File: config.mk
export PLATFORM = sky130hd
export DESIGN_NAME = sigma_bus_arb2
export DESIGN_NICKNAME = d
export VERILOG_FILES = /design/src/rtl/sigma_bus_arb2_pkg.sv /design/src/rtl/sigma_bus_arb2_rr_sel.sv /design/src/rtl/sigma_bus_arb2.sv
export SDC_FILE = /design/constraint.sdc
export NUM_CORES = 1
export LEC_CHECK = 0
export CAP_MARGIN = 5
export CORE_AREA = 2 2 124 126
export DETAILED_ROUTE_END_ITERATION = 6
export DIE_AREA = 0 0 126 128
export GPL_ROUTABILITY_DRIVEN = 0
export HOLD_SLACK_MARGIN = 0.08
export SYNTH_ARGS = -nofsm -noshare
export SYNTH_HDL_FRONTEND = slang
export SYNTH_SLANG_ARGS = --single-unit
File: constraint.sdc
create_clock -name clk_i -period 2.82 [get_ports clk_i]
set_input_delay 0.846 -clock clk_i [delete_from_list [all_inputs] [get_ports clk_i]]
set_output_delay 0.846 -clock clk_i [all_outputs]
set_load 0.02 [all_outputs]
File: src/rtl/sigma_bus_arb2_pkg.sv
// Shared types for the sigma bus arbiters: FSM states, master index, request bundle.
package sigma_bus_arb_pkg;

  localparam int unsigned MASTERS = 2;
  localparam logic [31:0] ERR_RDATA_DEFAULT = 32'hDEADBEEF;

  typedef logic [$clog2(MASTERS)-1:0] midx_t;

  typedef enum logic [1:0] {
    IDLE,
    REQ,
    RESP
  } state_t;

  typedef struct packed {
    logic        we;
    logic [31:0] addr;
    logic [3:0]  be;
    logic [31:0] wdata;
  } bus_req_t;

endpackage

File: src/rtl/sigma_bus_arb2_rr_sel.sv
// Two-way winner selection: single requester wins; on a tie either m0 (fixed)
// or the master that was not served last (round-robin).
module sigma_rr_sel
  import sigma_bus_arb_pkg::*;
(
  input  logic [MASTERS-1:0] req,
  input  midx_t              last,
  input  logic               fixed,
  output midx_t              winner
);

  always_comb begin
    winner = '0;
    if (req[1] && !req[0]) begin
      winner = midx_t'(1);
    end else if (req[1] && req[0]) begin
      winner = fixed ? midx_t'(0) : ~last;
    end
  end

endmodule

File: src/rtl/sigma_bus_arb2.sv
// Two-master to one-slave arbiter for the sigma req/ack/resp bus, with grant held
// through the read response phase and a watchdog that completes stalled transfers.
module sigma_bus_arb2
  import sigma_bus_arb_pkg::*;
#(
  parameter bit          FIXED_PRIO = 1'b0,
  parameter int unsigned TIMEOUT    = 1023,
  parameter logic [31:0] ERR_RDATA  = ERR_RDATA_DEFAULT
) (
  input  logic        clk_i,
  input  logic        rst_i,
  input  logic        m0_req_i,
  input  logic        m0_we_i,
  input  logic [31:0] m0_addr_i,
  input  logic [3:0]  m0_be_i,
  input  logic [31:0] m0_wdata_i,
  output logic        m0_ack_o,
  output logic        m0_resp_o,
  output logic [31:0] m0_rdata_o,
  input  logic        m1_req_i,
  input  logic        m1_we_i,
  input  logic [31:0] m1_addr_i,
  input  logic [3:0]  m1_be_i,
  input  logic [31:0] m1_wdata_i,
  output logic        m1_ack_o,
  output logic        m1_resp_o,
  output logic [31:0] m1_rdata_o,
  output logic        s_req_o,
  output logic        s_we_o,
  output logic [31:0] s_addr_o,
  output logic [3:0]  s_be_o,
  output logic [31:0] s_wdata_o,
  input  logic        s_ack_i,
  input  logic        s_resp_i,
  input  logic [31:0] s_rdata_i,
  output logic        timeout_o,
  output logic        busy_o
);

  localparam int unsigned TW = (TIMEOUT < 2) ? 1 : $clog2(TIMEOUT + 1);
  localparam logic [TW-1:0] T_LIMIT = TW'(TIMEOUT);

  state_t             state, state_next;
  midx_t              grant, grant_next;
  midx_t              last, last_next;
  midx_t              winner;
  logic               force_resp, force_resp_next;
  logic [TW-1:0]      timer;
  logic [MASTERS-1:0] m_req;
  bus_req_t           m0_bus, m1_bus, g_bus, s_bus;
  logic               g_req, expired;
  logic               ack_g, resp_g, tmo, s_req;
  logic [31:0]        rdata;

  assign m_req   = {m1_req_i, m0_req_i};
  assign m0_bus  = '{we: m0_we_i, addr: m0_addr_i, be: m0_be_i, wdata: m0_wdata_i};
  assign m1_bus  = '{we: m1_we_i, addr: m1_addr_i, be: m1_be_i, wdata: m1_wdata_i};
  assign g_bus   = (grant == midx_t'(1)) ? m1_bus : m0_bus;
  assign g_req   = m_req[grant];
  assign expired = (TIMEOUT != 0) && (timer == T_LIMIT);

  sigma_rr_sel u_sel (
    .req    (m_req),
    .last   (last),
    .fixed  (FIXED_PRIO),
    .winner (winner)
  );

  always_ff @(posedge clk_i) begin
    if (rst_i) begin
      state      <= IDLE;
      grant      <= midx_t'(0);
      last       <= midx_t'(MASTERS - 1);
      force_resp <= 1'b0;
      timer      <= '0;
    end else begin
      state      <= state_next;
      grant      <= grant_next;
      last       <= last_next;
      force_resp <= force_resp_next;
      if (state == IDLE || state_next != state) begin
        timer <= '0;
      end else if (timer != '1) begin
        timer <= timer + 1'b1;
      end
    end
  end

  always_comb begin
    state_next      = state;
    grant_next      = grant;
    last_next       = last;
    force_resp_next = force_resp;
    ack_g           = 1'b0;
    resp_g          = 1'b0;
    tmo             = 1'b0;
    s_req           = 1'b0;
    s_bus           = '0;
    rdata           = '0;
    unique case (state)
      IDLE: begin
        if (|m_req) begin
          grant_next = winner;
          state_next = REQ;
        end
      end
      REQ: begin
        s_bus = g_bus;
        if (!g_req) begin
          state_next = IDLE;
        end else begin
          s_req = 1'b1;
          // A real slave ack in the expiry cycle takes precedence over the watchdog.
          if (s_ack_i || expired) begin
            ack_g           = 1'b1;
            last_next       = grant;
            state_next      = g_bus.we ? IDLE : RESP;
            force_resp_next = !s_ack_i && !g_bus.we;
            if (!s_ack_i) begin
              s_req = 1'b0;
              tmo   = 1'b1;
            end
          end
        end
      end
      RESP: begin
        if (s_resp_i) begin
          resp_g          = 1'b1;
          rdata           = s_rdata_i;
          state_next      = IDLE;
          force_resp_next = 1'b0;
        end else if (force_resp || expired) begin
          resp_g          = 1'b1;
          rdata           = ERR_RDATA;
          tmo             = 1'b1;
          state_next      = IDLE;
          force_resp_next = 1'b0;
        end
      end
      default: state_next = IDLE;
    endcase
    // Completions are suppressed in a reset cycle so an interrupted transfer never finishes.
    if (rst_i) begin
      ack_g  = 1'b0;
      resp_g = 1'b0;
      tmo    = 1'b0;
      rdata  = '0;
    end
  end

  assign m0_ack_o   = ack_g  && (grant == midx_t'(0));
  assign m1_ack_o   = ack_g  && (grant == midx_t'(1));
  assign m0_resp_o  = resp_g && (grant == midx_t'(0));
  assign m1_resp_o  = resp_g && (grant == midx_t'(1));
  assign m0_rdata_o = (grant == midx_t'(0)) ? rdata : '0;
  assign m1_rdata_o = (grant == midx_t'(1)) ? rdata : '0;

  assign s_req_o   = s_req;
  assign s_we_o    = s_bus.we;
  assign s_addr_o  = s_bus.addr;
  assign s_be_o    = s_bus.be;
  assign s_wdata_o = s_bus.wdata;
  assign timeout_o = tmo;
  assign busy_o    = (state != IDLE);

endmodule
==> results.py, run 1 <==
metrics = {
    "run_status": {
        "status": "completed",
    },
    "sta": {
        "finalSetupViolCount": 0,
        "whs_ns": 0.517,
        "final_hold_viol_count": 0,
        "slew_violations": 0,
        "period_minus_slack_ns": 2.78,
        "fin_crit_sh": 0.987,
        "relSlewSlack": 0.756,
        "tightestPinTransition_ns": 0.363,
        "rsz0062_at_grt": "true",
        "tns_ns": 0,
        "timing.final.ws_setup_ns": 0.0378,
        "worst_clock_skew_ns": 0.00444,
        "fmax_mhz": 359,
    },
    "power": {
        "swShare": 0.344,
        "p_clk_frac": 0.210,
        "p_leak_nw": 2.80,
        "max-vdd-ir-drop_mv": 0.206,
        "combinationalPowerShare": 0.620,
        "p_int_w": 0.000874,
        "seq_power_share": 0.170,
        "pwr_density_cell_nw_per_um2": 217,
        "p_sw_w": 0.000459,
    },
    "worst_setup_path": {
        "required_ns": 1.97,
        "reg2reg_depth": 11,
        "crit-reg2reg-launch": "state[1]",
        "critPathMaxFanout": 1,
        "start_kind": "input pin",
        "r2r_slack_ns": 0.65,
        "crit_path_max_incr_delay_ns": 0.46,
        "crit_type": "input pin to output pin",
        "critPathSlowestCell": "clkdlybuf4s50_1",
        "path_cells": "clkdlybuf4s50_1, mux2i_1, nor2b_1, dlygate4sd2_1",
        "cp.arrival_ns": 1.94,
        "r2r_end": "timer[4]",
        "endpoint_kind": "output pin",
        "cp.buffers_inverters": 2,
        "crit_family": "buffers and inverters",
    },
    "global_route": {
        "grt_pass1_vias": 3834,
        "grt_overflow": 0,
        "grt_first_pass_wirelength_um": 21200,
        "grt.total_usage": 0.165,
        "antenna_found_initial": 0,
        "grt_max_degree": 37,
    },
    "clock_network": {
        "clkTransAtPathRegs_ns": 0.05,
        "clkLatencyLatePin_ns": 0.25,
        "h-tree-depth": 1,
        "cts_tree": "done",
        "cts-root-buf": "clkbuf_16",
        "clockBufferDepth": 2,
        "clock_sinks": 15,
        "cts_buffers": 3,
    },
    "floorplanning": {
        "die_area_um2": 16100,
        "io_pins": 316,
        "die_x_um": 126,
        "start_util": 0.173,
        "rows": 45,
        "die_h_um": 128,
        "core_um2": 14900,
    },
    "worst_hold_path": {
        "min-delay-start": "last",
        "holdCritPathClass": "flop to flop",
        "holdPathEnd": "last",
        "hold_path_depth": 2,
    },
    "route": {
        "first_iter_violations": 106,
        "vias": 3817,
        "ant_nets": 0,
        "drt-wirelength-per-cell_um": 16.1,
        "drc": 0,
        "firstDrtPassIters": 6,
        "vias_per_cell": 4.29,
        "routed_wl_um": 14300,
    },
    "synthesis": {
        "synth_nets": 546,
        "synthTopCellsByArea": "mux2i_1, nor2b_1, dfxtp_1",
        "yosysWarnings": 0,
        "synthCells": 365,
        "synth_seq_cells": 15,
        "yosysSeqAreaShare": 0.117,
        "synth.largest_area_cell": "mux2i_1",
        "netlist_area_um2": 2580,
        "synthDistinctLibCells": 37,
        "synth_top_area_share": 0.276,
        "avgSynthCellArea_um2": 7.06,
    },
    "cells_and_area": {
        "post-route-util": 0.413,
        "num_antenna_cells": 0,
        "drive_gt1_frac": 0.210,
        "syn_to_final_growth_pct": 138,
        "nets": 883,
    },
    "placed_design": {
        "preCtsSetupSlack_ns": -0.766,
        "dpl.hpwl_um": 12300,
        "placement.io_buffers": 315,
    },
    "job": {
        "maxCapViolCount": 0,
    },
}
[cells in the mapped netlist (all sizes together)]
cell type  instances
a211oi             2
a21oi              4
a221oi             1
a22oi              1
a31oi              1
a32oi              1
and2              17
and3               2
and4               2
buf               10
clkbuf            14
dfxtp             15
ha                 5
inv                9
mux2               2
mux2i             71
nand2             14
nand3              7
nand4              4
nor2              65
nor2b             94
nor3               6
nor3b              1
o2111a             1
o2111ai            1
o211a              1
o211ai             1
o21a               1
o21ai              5
o22ai              1
o311ai             1
xnor2              2
xor2               3
[logic make-up after synthesis]
group | Yosys count | share of synthesized area
fa+ha+maj | 5 | 0.0243
xor+xnor | 5 | 0.0170
compound gates | 22 | 0.0670
simple gates | 212 | 0.438
flops | 15 | 0.117
mux | 73 | 0.284
buf+inv | 33 | 0.0524
[state kept, by name (all words and copies together) (netlist names)]
signal	cells
grant	1
last	1
force_resp	1
state	2
timer	10
[final cells by class]
class                           instances  area [um2]
Sequential cell                        15         307
Multi-Input combinational cell        317        2240
Clock buffer                            4        78.8
Fill cell                            1550        8730
Timing Repair Buffer                  356        3240
Tap cell                              188         235
Inverter                                9        33.8
[worst min-delay path, delay by kind of cell, from the launching register on]
family | cells | cell delay, ns
DFF | 1 | 0.33
AOI/OAI and AO/OA | 1 | 0.07
and+or+nand+nor | 1 | 0.06
[worst max-delay path by stage]
stage,start,endpoint,slack (ns),depth (start not counted)
global route,s_resp_i,m1_resp_o,-0.03,7
finish,m0_addr_i[23],s_addr_o[23],0.04,4
detailed placement,s_resp_i,m0_rdata_o[8],-0.77,5
floorplan,s_resp_i,m0_rdata_o[18],0.04,6
CTS,rst_i,m0_rdata_o[23],-0.006,6
global placement,s_resp_i,m1_rdata_o[24],-0.69,5
[metrics by stage]
stage	total power [W]	std cells	instance area [um2]
finish	0.00133	889	6140
global route	0.00141	889	6140
CTS	0.00134	889	6180
detailed placement	0.00110	882	6220
global placement	0.00110	882	6220
floorplan	0.000586	365	2580
[cell usage in the layout, fill, tap and decap left out, drive strengths merged, types with 2 or more instances in the layout]
master	n
clkdlybuf4s50	171
buf	103
nor2b	94
mux2i	71
dlygate4sd2	67
nor2	65
and2	17
dfxtp	15
clkdlybuf4s15	15
nand2	14
inv	9
nand3	7
nor3	6
o21ai	5
ha	5
nand4	4
a21oi	4
clkbuf	4
xor2	3
and3	2
xnor2	2
a211oi	2
and4	2
mux2	2
[layer usage]
metal | vias up | global-route usage | part of all wire
met4 | 0 | 0.0672 | 0.041
met3 | 32 | 0.0359 | 0.067
li1 | 1890 | - | -
met5 | - | 0 | 0
met2 | 165 | 0.302 | 0.52
met1 | 1730 | 0.185 | 0.37
[power groups by stage]
stage	sequential, W	clock (W)	combinational [W]
6_report	0.000227	0.000280	0.000826
5_1_grt	0.000227	0.000299	0.000882
4_1_cts	0.000226	0.000287	0.000831
3_5_place_dp	0.000230	0	0.000872
3_3_place_gp	0.000229	0	0.000866
2_1_floorplan	0.000226	0	0.000360
[timing repair]
action	4_1_cts	5_1_grt
resized for setup	360	28
hold buffers	0	0
setup buffers	3	0
endpoints found under the setup margin	135	63
pin swaps	4	4
cloned	1	0
Note: power is estimated with default switching activity, not from simulation.
==> run 2: changes to the inputs <==
--- a/config.mk
+++ b/config.mk
@@ -7,6 +7,7 @@
 export LEC_CHECK = 0
 export CAP_MARGIN = 5
 export CORE_AREA = 2 2 124 126
+export CTS_BUF_LIST = sky130_fd_sc_hd__clkbuf_4 sky130_fd_sc_hd__clkbuf_8 sky130_fd_sc_hd__clkbuf_16
 export DETAILED_ROUTE_END_ITERATION = 6
 export DIE_AREA = 0 0 126 128
 export GPL_ROUTABILITY_DRIVEN = 0
==> run 2 against run 1 <==
Clock-buffer cell count did not move. Design area about the same. Register-to-register slack about the same. Sequential power hardly changed. Clock power up 4%. Combinational power about the same. Hold slack about the same. Global-route usage unchanged. Largest cell class unchanged. Largest power group unchanged. Highest routed layer unchanged.
==> results.py, run 2 (same netlist as run 1, synthesis figures left out) <==
metrics = {
    "floorplanning": {
        "die_area_um2": 16100,
        "die_h_um": 128,
        "start_util": 0.173,
        "rows": 45,
        "core_um2": 14900,
        "die_x_um": 126,
        "io_pins": 316,
    },
    "global_route": {
        "grt.total_usage": 0.165,
        "grt_pass1_vias": 3841,
        "antenna_found_initial": 0,
        "grt_first_pass_wirelength_um": 21200,
        "grt_overflow": 0,
        "grt_max_degree": 37,
    },
    "route": {
        "dr_wl_met2_um": 7450,
        "firstDrtPassIters": 6,
        "met3_length_um": 963,
        "first_iter_violations": 118,
        "routed_wl_um": 14300,
        "vias_per_cell": 4.30,
        "wirelength_met1_um": 5330,
        "maxUsedRoutingLayer": "met4",
        "drt-wirelength-per-cell_um": 16.1,
        "drc": 0,
        "vias": 3824,
        "ant_nets": 0,
    },
    "worst_setup_path": {
        "start_kind": "input pin",
        "path_cells": "clkdlybuf4s50_1, mux2i_1, nor2b_1, dlygate4sd2_1",
        "required_ns": 1.97,
        "crit_type": "input pin to output pin",
        "cp.arrival_ns": 1.94,
        "critPathMaxFanout": 1,
        "endpoint_kind": "output pin",
        "crit_path_max_incr_delay_ns": 0.46,
        "critPathSlowestCell": "clkdlybuf4s50_1",
        "reg2reg_depth": 11,
    },
    "sta": {
        "slew_violations": 0,
        "finalSetupViolCount": 0,
        "fmax_mhz": 359,
        "relSlewSlack": 0.756,
        "final_hold_viol_count": 0,
        "tightestPinTransition_ns": 0.363,
        "period_minus_slack_ns": 2.78,
        "fin_crit_sh": 0.987,
        "timing.final.ws_setup_ns": 0.0378,
        "rsz0062_at_grt": "true",
        "worst_clock_skew_ns": 0.00371,
        "tns_ns": 0,
    },
    "placed_design": {
        "dpl.hpwl_um": 12300,
        "placement.io_buffers": 315,
        "preCtsSetupSlack_ns": -0.766,
    },
    "worst_hold_path": {
        "hold_path_depth": 2,
        "holdCritPathClass": "flop to flop",
    },
    "clock_network": {
        "clock_sinks": 15,
        "clkTransAtPathRegs_ns": 0.05,
        "clkLatencyLatePin_ns": 0.25,
        "cts_hold_buf": 0,
        "cts-root-buf": "clkbuf_16",
        "cts_buffers": 3,
        "cts_tree": "done",
        "clockBufferDepth": 2,
        "h-tree-depth": 1,
    },
    "cells_and_area": {
        "syn_to_final_growth_pct": 138,
        "mostFrequentLayoutCell": "clkdlybuf4s50_1",
        "num_antenna_cells": 0,
        "layout_common_cells": "clkdlybuf4s50_1, nor2b_1, mux2i_1",
        "nets": 883,
        "drive_gt1_frac": 0.211,
        "post-route-util": 0.413,
        "largest_register_ff_count": 10,
        "top_register": "timer",
        "top_regs": "timer (10), state (2)",
    },
    "power": {
        "p_leak_nw": 2.81,
        "max-vdd-ir-drop_mv": 0.203,
        "pwr_density_cell_nw_per_um2": 219,
    },
    "job": {
        "maxCapViolCount": 0,
    },
    "run_status": {
        "status": "completed",
    },
}
==> run 2: power breakdown <==
| group | internal [W] | leakage, nW | total (W) | switching, W |
|---|---|---|---|---|
| Sequential | 0.000218 | 0.123 | 0.000227 | 0.00000864 |
| Combinational | 0.000464 | 2.64 | 0.000826 | 0.000362 |
| Clock | 0.000201 | 0.0416 | 0.000290 | 0.0000891 |
| Total | 0.000883 | 2.81 | 0.00134 | 0.000460 |
==> run 2: worst paths after layout <==
| check | startpoint | to | slack (ns) |
|---|---|---|---|
| worst min register to register | last | last | 0.52 |
| worst max register to register | state[1] | timer[4] | 0.65 |
| worst min-delay path | last | last | 0.52 |
| worst max-delay path | m0_addr_i[23] | s_addr_o[23] | 0.04 |
==> run 2: layout make-up <==
class / instances / area (um2)
fillers: 1549 / 8720
repair buffers: 356 / 3240
multi-input cells: 317 / 2240
flip-flops and latches: 15 / 307
well taps: 188 / 235
clock buffers: 4 / 82.6
inverters: 9 / 33.8
==> run 2: worst max-delay path: cells and delay by family <==
family,cells,cell delay [ns]
buffers and inverters,2,0.87
multiplexers,1,0.07
AND/OR/NAND/NOR,1,0.15
==> run 2: timing repair <==
action	4_1_cts	5_1_grt
pin swaps	4	4
buffers inserted	3	0
gates resized for setup	360	28
endpoints found under the setup margin	135	63
cloned	1	0
==> run 2: through the flow <==
stage	instance area [um2]	power, W	hold WS (ns)	instances
6_report	6140	0.00134	0.517	889
4_1_cts	6180	0.00135	0.517	889
3_3_place_gp	6220	0.00110	0.507	882
2_1_floorplan	2580	0.000586	0.449	365
3_5_place_dp	6220	0.00110	0.509	882
5_1_grt	6140	0.00142	0.543	889
==> run 2: routing by layer <==
layer  track usage  up-vias
li1              -     1891
met1         0.185     1735
met2         0.302      166
met3        0.0359       32
met4        0.0672        0
met5             0        -
==> run 3: changes to the inputs <==
--- a/config.mk
+++ b/config.mk
@@ -8,6 +8,7 @@
 export CAP_MARGIN = 5
 export CORE_AREA = 2 2 124 126
 export CTS_BUF_LIST = sky130_fd_sc_hd__clkbuf_4 sky130_fd_sc_hd__clkbuf_8 sky130_fd_sc_hd__clkbuf_16
+export CTS_CLUSTER_DIAMETER = 150
 export DETAILED_ROUTE_END_ITERATION = 6
 export DIE_AREA = 0 0 126 128
 export GPL_ROUTABILITY_DRIVEN = 0
==> results of run 3 <==
No change in the layout: final DEF, timing and power equal those of run 2.
